File: config.mk
export PLATFORM = sky130hd
export DESIGN_NAME = step_run_controller
export DESIGN_NICKNAME = d
export VERILOG_FILES = /design/src/rtl/step_ctrl_pkg.sv /design/src/rtl/run_prescaler.sv /design/src/rtl/step_run_controller.sv
export SDC_FILE = /design/constraint.sdc
export NUM_CORES = 1
export LEC_CHECK = 0
export CAP_MARGIN = 25
export CORE_AREA = 5 5 42 44
export CTS_CLUSTER_SIZE = 24
export DETAILED_ROUTE_END_ITERATION = 7
export DIE_AREA = 0 0 47 49
export REMOVE_ABC_BUFFERS = 1
export SYNTH_ARGS = -nofsm -noshare
export SYNTH_HDL_FRONTEND = slang
export SYNTH_SLANG_ARGS = --single-unit
File: constraint.sdc
create_clock -name clk -period 1.4 [get_ports clk]
set_clock_uncertainty 0.2 [all_clocks]
set_input_delay 0.28 -clock clk [delete_from_list [all_inputs] [get_ports clk]]
set_output_delay 0.28 -clock clk [all_outputs]
set_load 0.01 [all_outputs]
File: src/rtl/step_ctrl_pkg.sv
// rtl/step_ctrl_pkg.sv - shared state encoding and defaults for the step/run controller
package step_ctrl_pkg;

  localparam logic [1:0] ST_STEP = 2'd0;
  localparam logic [1:0] ST_RUN  = 2'd1;
  localparam logic [1:0] ST_HALT = 2'd2;

  localparam int RUN_DIV_DEFAULT = 4;

  typedef enum logic [1:0] {
    STATE_STEP = ST_STEP,
    STATE_RUN  = ST_RUN,
    STATE_HALT = ST_HALT
  } state_t;

  // A divide-by-1 prescaler still needs one bit of storage.
  function automatic int prescale_width(input int div);
    return (div > 1) ? $clog2(div) : 1;
  endfunction

endpackage

File: src/rtl/run_prescaler.sv
// rtl/run_prescaler.sv - modulo-RUN_DIV counter with clear, enable and terminal-count output
module run_prescaler
  import step_ctrl_pkg::*;
#(
  parameter int RUN_DIV = RUN_DIV_DEFAULT
) (
  input  logic clk,
  input  logic reset,
  input  logic clear,
  input  logic enable,
  output logic tc
);

  localparam int W = prescale_width(RUN_DIV);
  localparam logic [W-1:0] LAST = W'(RUN_DIV - 1);

  logic [W-1:0] p;

  always_ff @(posedge clk) begin
    if (reset || clear) begin
      p <= '0;
    end else if (enable) begin
      p <= (p == LAST) ? '0 : p + 1'b1;
    end
  end

  assign tc = (p == LAST);

endmodule

File: src/rtl/step_run_controller.sv
// rtl/step_run_controller.sv - step/run/halt CPU clock-enable generator
// Optional executed-step counter built when STEP_COUNT_EN is defined; otherwise step_count is tied to 0.
module step_run_controller
  import step_ctrl_pkg::*;
#(
  parameter int RUN_DIV = RUN_DIV_DEFAULT,
  parameter int CNT_W   = 16
) (
  input  logic             clk,
  input  logic             reset,
  input  logic             step_pulse,
  input  logic             mode_pulse,
  input  logic             halt,
  output logic             cpu_en,
  output logic             running,
  output logic             halted,
  output logic [CNT_W-1:0] step_count
);

  state_t state;
  state_t next_state;
  logic   cpu_en_next;
  logic   tc;
  logic   run_en;
  logic   clear_p;

  // Priority: halt over mode_pulse over step_pulse; any state change suppresses the enable.
  always_comb begin
    next_state  = state;
    cpu_en_next = 1'b0;
    case (state)
      STATE_STEP: begin
        if (halt)            next_state = STATE_HALT;
        else if (mode_pulse) next_state = STATE_RUN;
        else                 cpu_en_next = step_pulse;
      end
      STATE_RUN: begin
        if (halt)            next_state = STATE_HALT;
        else if (mode_pulse) next_state = STATE_STEP;
        else                 cpu_en_next = tc;
      end
      STATE_HALT: next_state = STATE_HALT;
      default:    next_state = STATE_STEP;
    endcase
  end

  // Prescaler only advances while staying in RUN, so every entry starts at p = 0.
  assign run_en  = (state == STATE_RUN);
  assign clear_p = (state != STATE_RUN) || (next_state != STATE_RUN);

  run_prescaler #(.RUN_DIV(RUN_DIV)) u_prescaler (
    .clk    (clk),
    .reset  (reset),
    .clear  (clear_p),
    .enable (run_en),
    .tc     (tc)
  );

  always_ff @(posedge clk) begin
    if (reset) begin
      state   <= STATE_STEP;
      cpu_en  <= 1'b0;
      running <= 1'b0;
      halted  <= 1'b0;
    end else begin
      state   <= next_state;
      cpu_en  <= cpu_en_next;
      running <= (next_state == STATE_RUN);
      halted  <= (next_state == STATE_HALT);
    end
  end

`ifdef STEP_COUNT_EN
  always_ff @(posedge clk) begin
    if (reset) begin
      step_count <= '0;
    end else if (cpu_en) begin
      step_count <= step_count + 1'b1;
    end
  end
`else
  assign step_count = {CNT_W{1'b0}};
`endif

endmodule

### Yosys cells after proc, flatten, opt, wreduce, memory -nomap -nowiden

Index checks and enable logic that the tools add are counted.

* register bits: 7
* logic and storage cells: 27
* output and inout port bits: 19

* reductions and logical operators: 3
* $add $sub $neg: 1
* eq/ne operators: 7
* mux-type cells: 11

Operators with widths (count)
* 2-bit 2-to-1 mux: 5
* 2-bit == test (second input constant): 3
* 2-bit case mux with 3 select lines: 1
* 2-bit by 1-bit == test with 1-bit output (second input constant): 2
* 1-bit 2-to-1 mux: 4
* 2-bit by 1-bit != test with 1-bit output (second input constant): 2
* 2-bit by 1-bit adder with 2-bit output (second input constant): 1
* 2-bit logical NOT: 1
* 1-bit logical OR: 2
* 1-bit case mux with 2 select lines: 1

### Depth between registers and ports, before layout

Gate-level depths: netlist of the first run.

* word-level depth: 6
* gate-level depth with buffers: 3

### Hierarchy

From an unflattened synthesis of the first run, not the netlist that was laid out.

* cells, all modules: 42
* area total of the unflattened synthesis: 395.4 um^2

Modules (own cells, without submodules)
* step_run_controller: times used 1, seq. area each 100.1 um^2, cells an instance 34, area each 300.3 um^2
* run_prescaler: times used 1, seq. area each 40.0 um^2, cells an instance 8, area each 95.1 um^2

### Worst setup path before layout of the first run

Ideal clock, no wire load.

* path kind: flip-flop to flip-flop
* start point: register halted (netlist name)
* end point: register u_prescaler.p[0]
* setup time: 0.087 ns
* data arrival time: 1.044 ns
* stages on the path, launching flop included: 3
* setup slack: 0.068 ns
* period minus slack after synthesis: 1.332 ns
* data required time: 1.113 ns
* cell sequence: dfxtp_1 or4_4 nor4b_2

RTL lines
* end signal: assignment: line run_prescaler.sv:23 `p <= (p == LAST) ? '0 : p + 1'b1;`
* end: declaration: line run_prescaler.sv:17 `logic [W-1:0] p;`

### Worst setup path after layout of the first run

* start point: register halted
* end point: output halted

RTL lines
* start: declaration: line step_run_controller.sv:16 `output logic halted,`
* start signal: assignment: line step_run_controller.sv:69 `halted <= (next_state == STATE_HALT);`

No word-level cell between the ends.

==> flow_summary.json, run 1 <==
{
  "start_kind": "flip-flop",
  "io_pins": 24,
  "synth_most_common_cell": "buf_4",
  "criticalPathCategory": "reg2out",
  "vias": 233,
  "power_frac_seq_pct": 45.1,
  "switching_power_uw": 102,
  "path_buf_inv": 1,
  "report.final.slew_viol_count": 0,
  "synthTopCellsByArea": "dfxtp_1 35%, buf_4 35%, nor4b_2 4.4%",
  "viasPerCell": 3.58,
  "fin_crit_ns": 1.35,
  "hold_path_depth": 3,
  "synth_edf_count": 0,
  "clock-root-buffer": "clkbuf_4",
  "hold_viol_final": 0,
  "ys_ff_latch": 6,
  "finalCritPeriodShare_pct": 96.7,
  "detail_route.wl_per_cell_um": 8.94,
  "drv_cap": 0,
  "crit_arrival_ns": 0.87,
  "antenna_found_initial": 0,
  "syn_avg_cell_area_um2": 9.56,
  "critPathRequiredTime_ns": 0.92,
  "ff_latch_area_um2": 120,
  "cts_tree": "yes",
  "remaining_drc_errors": 0,
  "cts.sinks": 6,
  "crit_cells": 1,
  "cts_max_path_buffers": 2,
  "p_leak_nw": 0.208,
  "postLayoutCellArea_um2": 424,
  "internal_power_uw": 304,
  "multiInputGateArea_um2": 169,
  "fin_nets": 57,
  "worstSkewPairLatency_ns": 0.24,
  "die_w_um": 47,
  "first_iter_violations": 4,
  "port_buffers": 7,
  "setup_viol_count_final": 0,
  "ys.flop_type": "dfxtp_1",
  "p_comb_share_pct": 16.5,
  "yosysTopAreaCell": "dfxtp_1",
  "finalWorstSetupSlack_ns": 0.0465,
  "slowest_stage": "dfxtp_1",
  "crit_family": "flip-flops",
  "ys_warn_count": 0,
  "drive_gt1_share_pct": 18.4,
  "netSwitchingFraction_pct": 25.2,
  "die_area_mm2": 0.00230,
  "setup_tns_ns": 0,
  "place_area_um2": 400,
  "final_core_util_pct": 30.3,
  "place.gp.congestion": 0.748,
  "endpoint_kind": "output port",
  "synth_commonest_cells": "16 x buf_4, 6 x dfxtp_1, 2 x nor2_1, 2 x nor4_1",
  "antenna_left": 0,
  "first_pass_iters": 3,
  "hold_class": "in2reg",
  "std_cell_rows": 14,
  "r2r_cells": 2,
  "clockPowerShare_pct": 38.4,
  "seq_area_frac_synth_pct": 34.9,
  "slowest_delay_ns": 0.35,
  "nFillCells": 162,
  "ctsHtreeMaxLevel": 1,
  "grt_pass1_wl_um": 786,
  "crit_chain": "dlygate4sd2_1",
  "start_util_pct": 24.6,
  "dpl.hpwl_um": 458,
  "grt.overflow.total": 0,
  "dp_slack_ns": -0.354,
  "instances_no_fill": 65,
  "fp.dieH_um": 49,
  "holdWs_ns": 0.254,
  "power_density_mw_per_mm2": 957,
  "diodes": 0,
  "path_clk_slew_ns": 0.04,
  "p_total_uw": 406,
  "path_max_fanout": 3,
  "grt_max_degree": 6,
  "core_mm2": 0.00140,
  "synthCells": 36,
  "place_inst": 62,
  "synth_top_area_share_pct": 34.9,
  "status": "finished clean",
  "irDropWorstVdd_mv": 0.391,
  "synthDistinctLibCells": 14,
  "synth_area_um2": 344,
  "syn2layout_area_growth_pct": 23.3,
  "grt_pass1_vias": 205,
  "async_flop_share_pct": 0,
  "grtUsageTotal_pct": 5.56,
  "ctsHoldBuffers": 0,
  "wirelength_um": 581,
  "rsz0062_at_grt": "false",
  "numCtsBuffers": 3,
  "fmax_ghz": 0.739
}
==> cells by family after synthesis <==
family	share of synthesized area, %
AO/OA/AOI/OAI	1.45
XOR/XNOR	2.55
adder cells (fa/ha/maj)	3.64
buffers and inverters	34.9
flip-flops	34.9
multiplexers	2.91
other	1.09
AND/OR/NAND/NOR	18.5
==> layer usage <==
layer,track usage (%),wire length (µm),vias up
li1,-,-,112
met1,5.05,186,100
met2,6.56,250,17
met3,3.32,117,4
met4,8.29,26,0
met5,0,0,-
==> cells in the final DEF (no fill, tap or decap), drive strengths merged <==
master and n:
dlygate4sd2 6, nor4b 1, or2b 1, nor2 2, xnor2 1, dfxtp 6
conb 16, nor4 2, nand2 1, a21oi 1, or4 1, nand2b 1
clkbuf 3, mux2i 1, ha 1, clkdlybuf4s50 1, buf 4
==> power groups by stage <==
stage               registers [mW]  logic (mW)  clock network [mW]
global placement             0.186      0.0699                   0
detailed placement           0.186      0.0708                   0
floorplan                    0.189      0.0323                   0
global route                 0.184      0.0725               0.172
CTS                          0.183      0.0648               0.163
finish                       0.183      0.0670               0.156
==> layout make-up <==
cell class | count | share of cell area (%)
timing repair buffer | 11 | 21.8
tap | 16 | 4.72
clock buffer | 3 | 5.31
sequential | 6 | 28.3
multi-input combinational | 29 | 39.8
==> sequential cells by signal, indices dropped and copies added, names as in the netlist <==
register and cells:
halted 1, state 1, cpu_en 1, u_prescaler.p 2, running 1
==> path summary, 6_finish.rpt <==
kind	from	slack, ns	end
max	halted	0.05	halted
min	reset	0.25	halted
max reg2reg	halted	0.14	u_prescaler.p[0]
min reg2reg	u_prescaler.p[0]	0.28	u_prescaler.p[0]
==> what timing repair did <==
item / in CTS / in global routing
resized for setup: 6 / 1
pin swaps: 2 / 2
endpoints found under the setup margin: 5 / 1
cloned: 0 / 0
setup buffers: 0 / 0
Note: power is estimated with default switching activity, not from simulation.
==> inputs of run 2 (changes only) <==
--- a/config.mk
+++ b/config.mk
@@ -5,8 +5,9 @@
 export SDC_FILE = /design/constraint.sdc
 export NUM_CORES = 1
 export LEC_CHECK = 0
-export CAP_MARGIN = 25
+export CAP_MARGIN = 15
 export CORE_AREA = 5 5 42 44
+export CTS_BUF_LIST = sky130_fd_sc_hd__clkbuf_2
 export CTS_CLUSTER_SIZE = 24
 export DETAILED_ROUTE_END_ITERATION = 7
 export DIE_AREA = 0 0 47 49
==> flow_summary.json, run 2 (synthesis results as in run 1) <==
{
  "fin_nets": 57,
  "critPathRequiredTime_ns": 1.33,
  "fp.dieH_um": 49,
  "path_max_fanout": 3,
  "drv_cap": 0,
  "hold_viol_final": 0,
  "place.gp.congestion": 0.748,
  "antenna_found_initial": 0,
  "path_clk_slew_ns": 0.06,
  "power_density_mw_per_mm2": 879,
  "core_mm2": 0.00140,
  "rsz0062_at_grt": "false",
  "setup_viol_count_final": 0,
  "final_core_util_pct": 29.7,
  "grt_pass1_vias": 205,
  "first_pass_iters": 3,
  "min-delay-start": "reset",
  "finalCritPeriodShare_pct": 97.4,
  "grt_pass1_wl_um": 786,
  "viasPerCell": 3.49,
  "grtUsageTotal_pct": 5.56,
  "drive_gt1_share_pct": 18.4,
  "die_w_um": 47,
  "start_kind": "primary input",
  "start_util_pct": 24.6,
  "irDropWorstVdd_mv": 0.361,
  "rr_startpoint": "halted",
  "clock-root-buffer": "clkbuf_2",
  "slowest_stage": "or4_4",
  "slowest_delay_ns": 0.57,
  "detail_route.wl_per_cell_um": 8.94,
  "remaining_drc_errors": 0,
  "numCtsBuffers": 3,
  "std_cell_rows": 14,
  "nFillCells": 164,
  "hold_class": "in2reg",
  "syn2layout_area_growth_pct": 21.1,
  "p_total_uw": 366,
  "crit_family": "simple AND/OR/NAND/NOR gates",
  "cts.sinks": 6,
  "fin_crit_ns": 1.36,
  "io_pins": 24,
  "dpl.hpwl_um": 458,
  "largest_reg_flops": 2,
  "max_flop_register": "u_prescaler.p",
  "first_iter_violations": 4,
  "die_area_mm2": 0.00230,
  "crit_arrival_ns": 1.29,
  "status": "finished clean",
  "setup_tns_ns": 0,
  "worstSkewPairLatency_ns": 0.21,
  "ctsHtreeMaxLevel": 1,
  "cts_tree": "yes",
  "fmax_ghz": 0.733,
  "vias": 227,
  "grt.overflow.total": 0,
  "wirelength_um": 581,
  "path_buf_inv": 1,
  "crit_chain": "dlygate4sd2_1 -> or4_4 -> nor4b_4",
  "criticalPathCategory": "in2reg",
  "endpoint_kind": "flip-flop",
  "cts_setup_buffers": 0,
  "diodes": 0,
  "p_leak_nw": 0.206,
  "grt_max_degree": 6,
  "cts_max_path_buffers": 2,
  "port_buffers": 7,
  "crit_start": "reset",
  "mostFrequentLayoutCells": "16 x conb_1, 6 x dfxtp_1, 6 x dlygate4sd2_1, 4 x buf_4, 3 x clkbuf_2",
  "final_common_cell": "conb_1",
  "antenna_left": 0,
  "report.final.slew_viol_count": 0
}
run 2: cell counts in the layout (fill, tap and decap cells not counted):
No cell type changed its count.
run 2: tightest hold or removal path, stage by stage:
cell	delay, ns
dlygate4sd2_1	0.21
buf_4	0.12
a21oi_1	0.04
run 2: final cells by class:
cell class | count | area, µm² | area share, %
Multi-Input combinational cell | 29 | 169 | 40.5
Tap cell | 16 | 20.0 | 4.80
Timing Repair Buffer | 11 | 92.6 | 22.2
Clock buffer | 3 | 15.0 | 3.60
Sequential cell | 6 | 120 | 28.8
run 2: stage by stage:
stage	setup WS (ns)	std cells	hold WS (ns)	area, µm²
after CTS	0.0258	65	0.253	408
after detailed placement	-0.354	62	0.243	400
after global placement	-0.342	62	0.231	400
after floorplan	0.0683	35	0.149	280
after global routing	0.0109	65	0.268	417
final	0.0365	65	0.277	417
run 2: timing repair:
action	CTS	global route
resized for setup	6	1
hold buffers	0	0
pin swaps	2	2
endpoints found under the hold margin	0	0
gates cloned	0	0
endpoints found under the setup margin	5	1
run 2: final timing paths:
path,to,slack (ns),cells after the start
min,halted,0.28,3
max,u_prescaler.p[0],0.04,3
max reg2reg,u_prescaler.p[0],0.13,2
min reg2reg,u_prescaler.p[0],0.28,1
run 2: where the power goes:
group          switching, mW  leakage, nW  internal, mW
clock network         0.0588       0.0125        0.0581
registers            0.00516       0.0489         0.177
logic                 0.0381        0.145        0.0291
run 2: routing by layer:
| layer | GRT usage, % | vias to the layer above | share of wire [%] | routed length [µm] |
|---|---|---|---|---|
| li1 | - | 112 | - | - |
| met1 | 5.05 | 98 | 33 | 193 |
| met2 | 6.56 | 15 | 45 | 261 |
| met3 | 3.32 | 2 | 20 | 115 |
| met4 | 8.29 | 0 | 1.7 | 10 |
| met5 | 0 | - | 0 | 0 |
==> inputs of run 3 (changes only) <==
--- a/config.mk
+++ b/config.mk
@@ -12,6 +12,7 @@
 export DETAILED_ROUTE_END_ITERATION = 7
 export DIE_AREA = 0 0 47 49
 export REMOVE_ABC_BUFFERS = 1
+export SKIP_CTS_REPAIR_TIMING = 1
 export SYNTH_ARGS = -nofsm -noshare
 export SYNTH_HDL_FRONTEND = slang
 export SYNTH_SLANG_ARGS = --single-unit
==> flow_summary.json, run 3 (synthesis results as in run 1) <==
{
  "status": "finished clean",
  "rsz0062_at_grt": "true",
  "cts_max_path_buffers": 2,
  "vias": 229,
  "grt_max_degree": 6,
  "antenna_found_initial": 0,
  "place.gp.congestion": 0.748,
  "slowest_delay_ns": 0.51,
  "numCtsBuffers": 3,
  "crit_start": "halted",
  "p_leak_nw": 0.267,
  "first_iter_violations": 4,
  "die_area_mm2": 0.00230,
  "diodes": 0,
  "dp_slack_ns": -0.354,
  "fp.dieH_um": 49,
  "path_max_fanout": 3,
  "setup_viol_count_final": 0,
  "detail_route.wl_per_cell_um": 9.15,
  "drv_cap": 0,
  "drive_gt1_share_pct": 20.4,
  "cts_tree": "yes",
  "largest_reg_flops": 2,
  "grt_pass1_vias": 206,
  "core_mm2": 0.00140,
  "max_flop_register": "u_prescaler.p",
  "path_clk_slew_ns": 0.06,
  "hold_class": "in2reg",
  "holdPathEnd": "halted",
  "start_util_pct": 24.6,
  "viasPerCell": 3.52,
  "r2r_end": "u_prescaler.p[0]",
  "port_buffers": 7,
  "fin_crit_ns": 1.39,
  "crit_arrival_ns": 1.32,
  "p_total_uw": 371,
  "hold_viol_final": 0,
  "hold_path_depth": 3,
  "r2r_cells": 2,
  "ff2ff_setup_slack_ns": 0.01,
  "fin_nets": 57,
  "cts.sinks": 6,
  "first_pass_iters": 4,
  "finalWorstSetupSlack_ns": 0.0112,
  "setup_tns_ns": 0,
  "finalCritPeriodShare_pct": 99.2,
  "power_density_mw_per_mm2": 842,
  "fmax_ghz": 0.720,
  "remaining_drc_errors": 0,
  "holdWs_ns": 0.168,
  "place_area_um2": 400,
  "grtUsageTotal_pct": 5.56,
  "min-delay-start": "reset",
  "grt.overflow.total": 0,
  "clock-root-buffer": "clkbuf_2",
  "std_cell_rows": 14,
  "die_w_um": 47,
  "dpl.hpwl_um": 458,
  "mostFrequentLayoutCells": "16 x conb_1, 6 x dlymetal6s2s_1, 5 x dfxtp_1, 4 x buf_4, 3 x clkbuf_2",
  "irDropWorstVdd_mv": 0.369,
  "postLayoutCellArea_um2": 440,
  "wirelength_um": 595,
  "final_common_cell": "conb_1",
  "report.final.slew_viol_count": 0,
  "slowest_stage": "or4_4",
  "critPathRequiredTime_ns": 1.33,
  "grt_pass1_wl_um": 786,
  "worstSkewPairLatency_ns": 0.21,
  "ctsHtreeMaxLevel": 1,
  "syn2layout_area_growth_pct": 28.0,
  "criticalPathCategory": "reg2reg",
  "start_kind": "flip-flop",
  "io_pins": 24,
  "rr_startpoint": "halted",
  "endpoint_kind": "flip-flop",
  "antenna_left": 0,
  "crit_chain": "or4_4 -> nor4b_4"
}
==> run 3: final cells by class <==
cell class	count	area, µm²
clock buffers	3	15.0
multi-input cells	29	169
flip-flops and latches	6	121
fillers	158	961
well taps	16	20.0
repair buffers	11	115
==> run 3: power breakdown <==
part           leakage (nW)  internal (mW)  switching [mW]
combinational         0.205         0.0328          0.0382
clock                0.0125         0.0581          0.0588
sequential           0.0492          0.178         0.00513
total                 0.267          0.269           0.102
==> run 3: stage by stage <==
stage	cells	utilization (%)
floorplan	35	-
global placement	62	28.6
detailed placement	62	28.6
CTS	65	29.6
global route	65	31.4
finish	65	31.4
==> run 3: routing by layer <==
metal	share of wire (%)	GRT usage (%)	up-vias
met2	45	6.56	15
met5	0	0	-
met4	1.7	8.29	0
li1	-	-	112
met1	35	5.05	100
met3	18	3.32	2
==> run 3: how the worst max path moves through the flow <==
stage / endpoint / slack (ns)
after floorplan: u_prescaler.p[0] / 0.07
after global placement: u_prescaler.p[0] / -0.34
after detailed placement: u_prescaler.p[0] / -0.35
after CTS: halted / -0.23
after global routing: u_prescaler.p[0] / -0.05
final: u_prescaler.p[0] / 0.01
==> run 3: critical path, delay by kind of cell, from the launching register on <==
kind             cells  cell delay, ns
DFF                  1            0.33
and+or+nand+nor      2            0.77
